--- src/rtl/race_text_pkg.sv ---
// race_text_pkg: shared state encoding, overlay indices and font geometry for the race text overlays
package race_text_pkg;
  typedef enum logic [1:0] {
    IDLE  = 2'd0,
    COUNT = 2'd1,
    RUN   = 2'd2,
    OVER  = 2'd3
  } race_state_t;
  localparam int OVL_START = 0;
  localparam int OVL_CNT = 1;
  localparam int OVL_OVER = 2;
  localparam int FONT_ADDR_W = 11;
  localparam int FONT_W = 8;
  localparam int BIT_W = $clog2(FONT_W);
endpackage

--- src/rtl/race_text_ctrl_font_arb.sv ---
// font_arb: fixed-priority font ROM mux with the pixel select delayed to line up with the ROM read
module font_arb
  import race_text_pkg::*;
(
  input  logic                   clk,
  input  logic                   reset,
  input  logic                   start_on_i,
  input  logic [FONT_ADDR_W-1:0] start_rom_addr_i,
  input  logic [BIT_W-1:0]       start_bit_addr_i,
  input  logic                   cnt_on_i,
  input  logic [FONT_ADDR_W-1:0] cnt_rom_addr_i,
  input  logic [BIT_W-1:0]       cnt_bit_addr_i,
  input  logic                   over_on_i,
  input  logic [FONT_ADDR_W-1:0] over_rom_addr_i,
  input  logic [BIT_W-1:0]       over_bit_addr_i,
  input  logic [FONT_W-1:0]      rom_data,
  output logic [FONT_ADDR_W-1:0] rom_addr,
  output logic                   text_pix
);
  logic             any_on;
  logic             on_d;
  logic [BIT_W-1:0] bit_addr;
  logic [BIT_W-1:0] bit_addr_d;
  // over beats cnt beats start; idle bus parks at address 0
  always_comb begin
    any_on = over_on_i | cnt_on_i | start_on_i;
    rom_addr = over_on_i ? over_rom_addr_i : cnt_on_i ? cnt_rom_addr_i : start_on_i ? start_rom_addr_i : '0;
    bit_addr = over_on_i ? over_bit_addr_i : cnt_on_i ? cnt_bit_addr_i : start_on_i ? start_bit_addr_i : '0;
  end
  // hold the winner's column for one cycle while the ROM word comes back
  always_ff @(posedge clk) begin
    if (reset) begin
      on_d <= 1'b0;
      bit_addr_d <= '0;
    end else begin
      on_d <= any_on;
      bit_addr_d <= bit_addr;
    end
  end
  // bit 7 of the font word is the leftmost pixel
  assign text_pix = on_d & rom_data[~bit_addr_d];
endmodule

--- src/rtl/race_text_ctrl.sv ---
// race_text_ctrl: game-phase sequencer and font-ROM arbiter for text overlays; blinking enabled by RACE_TEXT_BLINK_EN
module race_text_ctrl
  import race_text_pkg::*;
#(
  parameter int FRAME_RATE = 60,
  parameter int COUNT_SECS = 3,
  parameter int BLINK_FRAMES = 30,
  parameter int OVER_HOLD = 120
) (
  input  logic                   clk,
  input  logic                   reset,
  input  logic                   refr_tick,
  input  logic                   btn_start,
  input  logic                   crash,
  input  logic                   start_on_i,
  input  logic [FONT_ADDR_W-1:0] start_rom_addr_i,
  input  logic [BIT_W-1:0]       start_bit_addr_i,
  input  logic                   cnt_on_i,
  input  logic [FONT_ADDR_W-1:0] cnt_rom_addr_i,
  input  logic [BIT_W-1:0]       cnt_bit_addr_i,
  input  logic                   over_on_i,
  input  logic [FONT_ADDR_W-1:0] over_rom_addr_i,
  input  logic [BIT_W-1:0]       over_bit_addr_i,
  input  logic [FONT_W-1:0]      rom_data,
  output logic [FONT_ADDR_W-1:0] rom_addr,
  output logic                   start_en,
  output logic                   cnt_en,
  output logic                   over_en,
  output logic [1:0]             cnt_digit,
  output logic                   game_run,
  output logic                   text_pix
);
  localparam int FC_MAX = FRAME_RATE > OVER_HOLD ? FRAME_RATE : OVER_HOLD;
  localparam int FC_W = $clog2(FC_MAX) + 1;
  race_state_t     state, state_nx;
  logic [FC_W-1:0] fc, fc_nx;
  logic [1:0]      digit_nx;
  logic            btn_q, rise;
  logic            phase_nx;
  logic            start_en_nx, cnt_en_nx, over_en_nx, game_run_nx;
  assign rise = btn_start & ~btn_q;
  // phase transitions; in COUNT the frame counter measures one second and then wraps
  always_comb begin
    state_nx = state;
    fc_nx = fc;
    digit_nx = cnt_digit;
    case (state)
      IDLE: if (rise) begin
        state_nx = COUNT;
        fc_nx = '0;
        digit_nx = COUNT_SECS[1:0];
      end
      COUNT: if (refr_tick) begin
        if (fc == FC_W'(FRAME_RATE - 1)) begin
          fc_nx = '0;
          digit_nx = cnt_digit - 2'd1;
          if (cnt_digit == 2'd1) state_nx = RUN;
        end else fc_nx = fc + FC_W'(1);
      end
      RUN: if (crash) begin
        state_nx = OVER;
        fc_nx = '0;
      end
      OVER: begin
        if (rise && fc == FC_W'(OVER_HOLD)) state_nx = IDLE;
        else if (refr_tick && fc != FC_W'(OVER_HOLD)) fc_nx = fc + FC_W'(1);
      end
    endcase
  end
`ifdef RACE_TEXT_BLINK_EN
  localparam int BC_W = $clog2(BLINK_FRAMES) + 1;
  logic [BC_W-1:0] bc, bc_nx;
  logic            phase, bc_wrap;
  // blink restarts visible on every state entry
  always_comb begin
    bc_wrap = bc == BC_W'(BLINK_FRAMES - 1);
    bc_nx = state_nx != state ? '0 : refr_tick ? (bc_wrap ? '0 : bc + BC_W'(1)) : bc;
    phase_nx = state_nx != state ? 1'b1 : (refr_tick && bc_wrap) ? ~phase : phase;
  end
  // blink counter and phase registers
  always_ff @(posedge clk) begin
    if (reset) begin
      bc <= '0;
      phase <= 1'b1;
    end else begin
      bc <= bc_nx;
      phase <= phase_nx;
    end
  end
`else
  assign phase_nx = 1'b1;
`endif
  // enables follow the next state so they change together with it
  always_comb begin
    start_en_nx = state_nx == IDLE && phase_nx;
    cnt_en_nx = state_nx == COUNT;
    over_en_nx = state_nx == OVER && phase_nx;
    game_run_nx = state_nx == RUN;
  end
  // state, frame counter, button history and registered outputs
  always_ff @(posedge clk) begin
    if (reset) begin
      state <= IDLE;
      fc <= '0;
      cnt_digit <= '0;
      btn_q <= 1'b1;
      start_en <= 1'b1;
      cnt_en <= 1'b0;
      over_en <= 1'b0;
      game_run <= 1'b0;
    end else begin
      state <= state_nx;
      fc <= fc_nx;
      cnt_digit <= digit_nx;
      btn_q <= btn_start;
      start_en <= start_en_nx;
      cnt_en <= cnt_en_nx;
      over_en <= over_en_nx;
      game_run <= game_run_nx;
    end
  end
  font_arb u_arb (
    .clk(clk),
    .reset(reset),
    .start_on_i(start_on_i),
    .start_rom_addr_i(start_rom_addr_i),
    .start_bit_addr_i(start_bit_addr_i),
    .cnt_on_i(cnt_on_i),
    .cnt_rom_addr_i(cnt_rom_addr_i),
    .cnt_bit_addr_i(cnt_bit_addr_i),
    .over_on_i(over_on_i),
    .over_rom_addr_i(over_rom_addr_i),
    .over_bit_addr_i(over_bit_addr_i),
    .rom_data(rom_data),
    .rom_addr(rom_addr),
    .text_pix(text_pix)
  );
endmodule

--- config.mk ---
export PLATFORM = sky130hd
export DESIGN_NAME = race_text_ctrl
export DESIGN_NICKNAME = d
export VERILOG_FILES = /design/src/rtl/race_text_pkg.sv /design/src/rtl/race_text_ctrl_font_arb.sv /design/src/rtl/race_text_ctrl.sv
export SDC_FILE = /design/constraint.sdc
export NUM_CORES = 1
export LEC_CHECK = 0
export CELL_PAD_IN_SITES_DETAIL_PLACEMENT = 0
export CELL_PAD_IN_SITES_GLOBAL_PLACEMENT = 1
export CORE_MARGIN = 3
export CORE_UTILIZATION = 38
export DETAILED_ROUTE_END_ITERATION = 10
export DONT_BUFFER_PORTS = 1
export GPL_TIMING_DRIVEN = 0
export PLACE_DENSITY_LB_ADDON = 0.1
export SLEW_MARGIN = 30
export SYNTH_ARGS = -nofsm -noshare
export SYNTH_HDL_FRONTEND = slang
export SYNTH_HIERARCHICAL = 1
export SYNTH_SLANG_ARGS = --single-unit
--- constraint.sdc ---
create_clock -name clk -period 1.8 [get_ports clk]
set_input_delay 0.36 -clock clk [delete_from_list [all_inputs] [get_ports clk]]
set_output_delay 0.36 -clock clk [all_outputs]
set_load 0.02 [all_outputs]
# Word-level counts from Yosys, hierarchy flattened
# Index checks and enable logic that the tools add are counted.
# W data, S select, Z words.
dict set report word_totals {
  register_bits 21
  in_bits 58
  output_inout_bits 18
  wordCells 68
}
dict set report classes {
  addsub 2
  order_cmp 1
  eq_ne 16
  muxes 26
  n_bitwise 6
  n_reduce_logical 7
}
# cell n
set ops {}
lappend ops {{$mux W8} 6}
lappend ops {{$mux W11} 3}
lappend ops {{$pmux W8 S4} 1}
lappend ops {{$mux W2} 9}
lappend ops {{$ne A2 B2 Y1 const B} 6}
lappend ops {{$mux W3} 3}
lappend ops {{$add A8 B1 Y8 const B} 1}
lappend ops {{$eq A2 B2 Y1 const B} 4}
lappend ops {{$eq A8 B6 Y1 const B} 1}
lappend ops {{$eq A8 B7 Y1 const B} 1}
lappend ops {{$ne A8 B7 Y1 const B} 1}
lappend ops {{$pmux W2 S4} 1}
lappend ops {{$eq A2 B1 Y1 const B} 3}
lappend ops {{$reduce_and A5 Y1} 1}
lappend ops {{$logic_not A2 Y1} 2}
lappend ops {{$lt A3 B4 Y1 const B} 1}
lappend ops {{$pmux W2 S2} 1}
lappend ops {{$reduce_and A4 Y1} 1}
lappend ops {{$bmux W1 S3} 1}
lappend ops {{$not A3 Y3} 1}
lappend ops {{$and A1 B1 Y1} 2}
lappend ops {{$logic_and A1 B1 Y1} 2}
lappend ops {{$or A1 B1 Y1} 2}
lappend ops {{$reduce_bool A2 Y1} 1}
lappend ops {{other kinds (3)} 3}

# Depth between registers and ports, before layout
dict set report depth {
  depth_word 6
  depth_mapped 7
  mapped_depth_nobuf 6
}

# By module
# The synthesis kept the hierarchy.
# module n_inst cells_each area_each_um2 seq_area_each_um2
set by_module_without_submodules {}
lappend by_module_without_submodules {race_text_ctrl 1 102 908.4 340.3}
lappend by_module_without_submodules {font_arb 1 63 449.2 80.1}

# Worst setup path after synthesis
# No wires, ideal clock.
dict set report synth_timing {
  path_type {register to register}
  startpoint {register fc[0]}
  endpoint {register fc[3]}
  setup_time_ps 117
  arrival_ps 1724
  slack_ps -42
  path_stages_with_launch 6
  path_cell_list {dfxtp_1 -> ha_1 -> or2b_2 -> o41a_1 -> a211o_1 -> a32o_1}
}
dict set report synth_via {
  elab_chain_len 4
  elab_cells_between_ends 14
}
# element line_no
set synth_rtl {}
lappend synth_rtl {{from (decl)} race_text_ctrl.sv:36} ;# logic [FC_W-1:0] fc, fc_nx;
lappend synth_rtl {{from (signal assigned)} race_text_ctrl.sv:113} ;# fc <= fc_nx;
lappend synth_rtl {{$add A8 B1 Y8 (tied with other cells)} {race_text_ctrl.sv:58, race_text_ctrl.sv:66}}
lappend synth_rtl {{$mux W8 (tied with other cells)} race_text_ctrl.sv:66} ;# else if (refr_tick && fc != FC_W'(OVER_HOLD)) fc_nx = fc + FC_W'(1);
lappend synth_rtl {{$mux W8 (tied with other cells)} race_text_ctrl.sv:65} ;# if (rise && fc == FC_W'(OVER_HOLD)) state_nx = IDLE;
lappend synth_rtl {{$pmux W8 S4 or $reduce_and A5 Y1 (tied branches)} n/a}
# Several ways; a longest one is shown, not always the timed one. The select of a mux whose other input is x is not followed.
# A chain may end at the register's enable or synchronous reset.

# Worst setup path in the final report
dict set report layout_timing {
  startpoint {register fc[0]}
  endpoint {register fc[6]}
}
# Same word-level chain as after synthesis.

==> impl_metrics.toml <==
[placed_design]
port-buffer-count = 0
place_congestion = 0.778
placed_area_um2 = 1430
place_hpwl_mm = 2.84

[setup_path]
cp_data_arrival_time_ps = 2010
path_cells = "ha_4 -> or2b_4 -> o41a_1 -> a211o_1 -> a32o_1"
crit_path_start_kind = "register"
r2r_setup_slack_ps = 3
slowest_stage = "dfxtp_4"
worst_path_largest_cell_delay_ps = 380
required_ps = 2020
crit_family = "compound AO/OA/AOI/OAI gates"
cp-end-kind = "register"
worstSetupPathType = "reg2reg"
path_buf_inv = 0
cp_max_fo = 4

[min_path]
hp-class = "in2reg"

[timing]
rsz0062_at_grt = "true"
maxSlewViolCount = 0
relSlewSlack_pct = 67.5
tns_ps = 0
clock.fmax_mhz = 556
setup_viol = 0
hold_violations = 0
skew_ps = 1.90
period_minus_slack_ps = 1800
worst_pin_slew_ps = 484
post-route-period-util_pct = 99.9

[run]
maxCapViolCount = 0

[route]
vias = 1364
totalWireLength_mm = 3.86
drt_iter0_drc = 46
drc = 0
drtPass1Iterations = 4
vias_per_cell = 6.01
ant_nets = 0
wire_per_inst_um = 17.0

[power_and_ir_drop]
power-per-cell-area_nw_per_um2 = 565
power.leakage_nw = 0.569
ir_drop_v = 0.000217
power_uw = 947

[floorplanning]
dieArea_um2 = 4330
initial_core_util_pct = 40.1
die_w_um = 65.8
rows = 21
die_h_um = 65.8
core-area_um2 = 3390
io_pins = 76

[cells_and_area]
layout_common_cells = "nand2_1 (17), dfxtp_1 (16), buf_4 (14)"
drive_gt1_share_pct = 27.6
syn2layout_area_growth_pct = 23.4
fill_cells = 314
final_common_cell = "nand2_1"
num_antenna_cells = 0
utilization_pct = 49.4
nets = 243
final_area_um2 = 1680

[yosys]
synth_seq_cells = 21
syn_area_per_cell_um2 = 8.23
synthesis.area_um2 = 1360
ys_seq_area_share_pct = 31.0
yosysWarnings = 6
syn_inst = 165
syn-num-nets = 226
synth_cell_types = 48

[clock_tree]
cts_made_buffers = 3
cts.sinks = 21
cts_tree = "built"
cts_max_level = 1
clkTransAtPathRegs_ps = 120
clockRootBuffer = "clkbuf_4"
worstSkewPairLatency_ps = 310
cts_buffer_depth = 2

[global_route]
antenna_found_initial = 0
gr-total-overflow = 0
grt_pass1_vias = 1280
track_usage_pct = 18.1
grt_max_degree = 12
grt_pass1_wl_mm = 5.98

[status]
status = "finished, final reports clean"
-- report_power, final --
| part | internal (mW) | switching, mW | total [mW] |
|---|---|---|---|
| clock | 0.0866 | 0.146 | 0.233 |
| sequential | 0.477 | 0.0200 | 0.497 |
| combinational | 0.0850 | 0.132 | 0.217 |
| total | 0.649 | 0.298 | 0.947 |
-- flip-flops by register name, indices dropped and copies added, names as in the netlist --
name	cells
u_arb/bit_addr_d	3
fc	8
cnt_digit	2
cnt_en	1
btn_q	1
start_en	1
game_run	1
state	2
over_en	1
u_arb/on_d	1
-- layout make-up --
type / instances / area, um2 / share of cell area [%]
inverter: 8 / 30.0 / 1.79
tap: 46 / 57.6 / 3.44
timing repair buffer: 13 / 97.6 / 5.83
multi-input combinational: 124 / 971 / 58.0
buffer: 11 / 58.8 / 3.51
sequential: 21 / 434 / 25.9
clock buffer: 4 / 26.3 / 1.57
-- cells in the mapped netlist, drive strengths merged --
master   n  area share (%)
a211o    2             1.3
a21o     1            0.55
a21oi    6             2.2
a221oi   3             1.9
a22o     1            0.65
a22oi   11             6.1
a311oi   2             1.3
a31oi    1            0.46
a32o     5             3.7
a41oi    1            0.65
and3     1            0.55
and3b    1            0.65
buf      7             3.1
clkbuf   5             1.4
dfxtp   21              31
ha       3             2.8
inv      8             2.2
mux2     1            0.83
mux2i    1            0.74
mux4     1             1.9
nand2   17             4.7
nand2b   1            0.46
nand3    3             1.1
nand4    5             2.3
nor2     6             1.7
nor2b    5             2.9
nor3     7             2.6
nor3b    2             1.1
nor4     5             3.2
o211ai   4             2.2
o21a     2             1.1
o21ai   15             5.5
o21ba    1            0.74
o31ai    1            0.55
o41a     1            0.83
o41ai    2             1.8
or2      3             1.4
or2b     1            0.65
or3b     1            0.65
or4      1            0.55
-- path summary, 6_finish.rpt --
check              from                   to  depth (start not counted)
setup / recovery  fc[0]                fc[6]                          5
hold / removal    reset  u_arb/bit_addr_d[2]                          1
setup reg to reg  fc[0]                fc[6]                          5
hold reg to reg   fc[0]                fc[0]                          2
-- repair_timing --
| action | CTS | global route |
|---|---|---|
| hold buffers | 0 | 0 |
| endpoints found under the setup margin | 12 | 11 |
| gates resized for setup | 18 | 17 |
| buffers inserted | 7 | 6 |
| pin swaps | 5 | 7 |
-- per-layer routing --
| metal | part of all wire (%) | global-route usage [%] |
|---|---|---|
| met2 | 50 | 31.4 |
| met4 | 2.3 | 7.51 |
| met5 | 0 | 0 |
| met1 | 41 | 21.2 |
| met3 | 6.8 | 4.25 |
-- cell families (layout without fill, tap and decap cells) --
| kind of cell | after synthesis | after routing | share of synthesized area [%] |
|---|---|---|---|
| simple gates | 59 | 59 | 24.4 |
| mux | 3 | 3 | 3.50 |
| buf+inv | 20 | 36 | 6.73 |
| compound gates | 59 | 59 | 31.6 |
| flops | 21 | 21 | 31.0 |
| fa+ha+maj | 3 | 3 | 2.77 |
-- metrics by stage --
step	hold slack (ps)	instances	worst slack [ps]
2_1_floorplan	432	165	5.83
3_3_place_gp	442	211	-105
3_5_place_dp	445	211	-154
4_1_cts	105	221	-28.6
5_1_grt	74.5	227	-52.5
6_report	103	227	2.68
(Power assumes the default switching activity.)
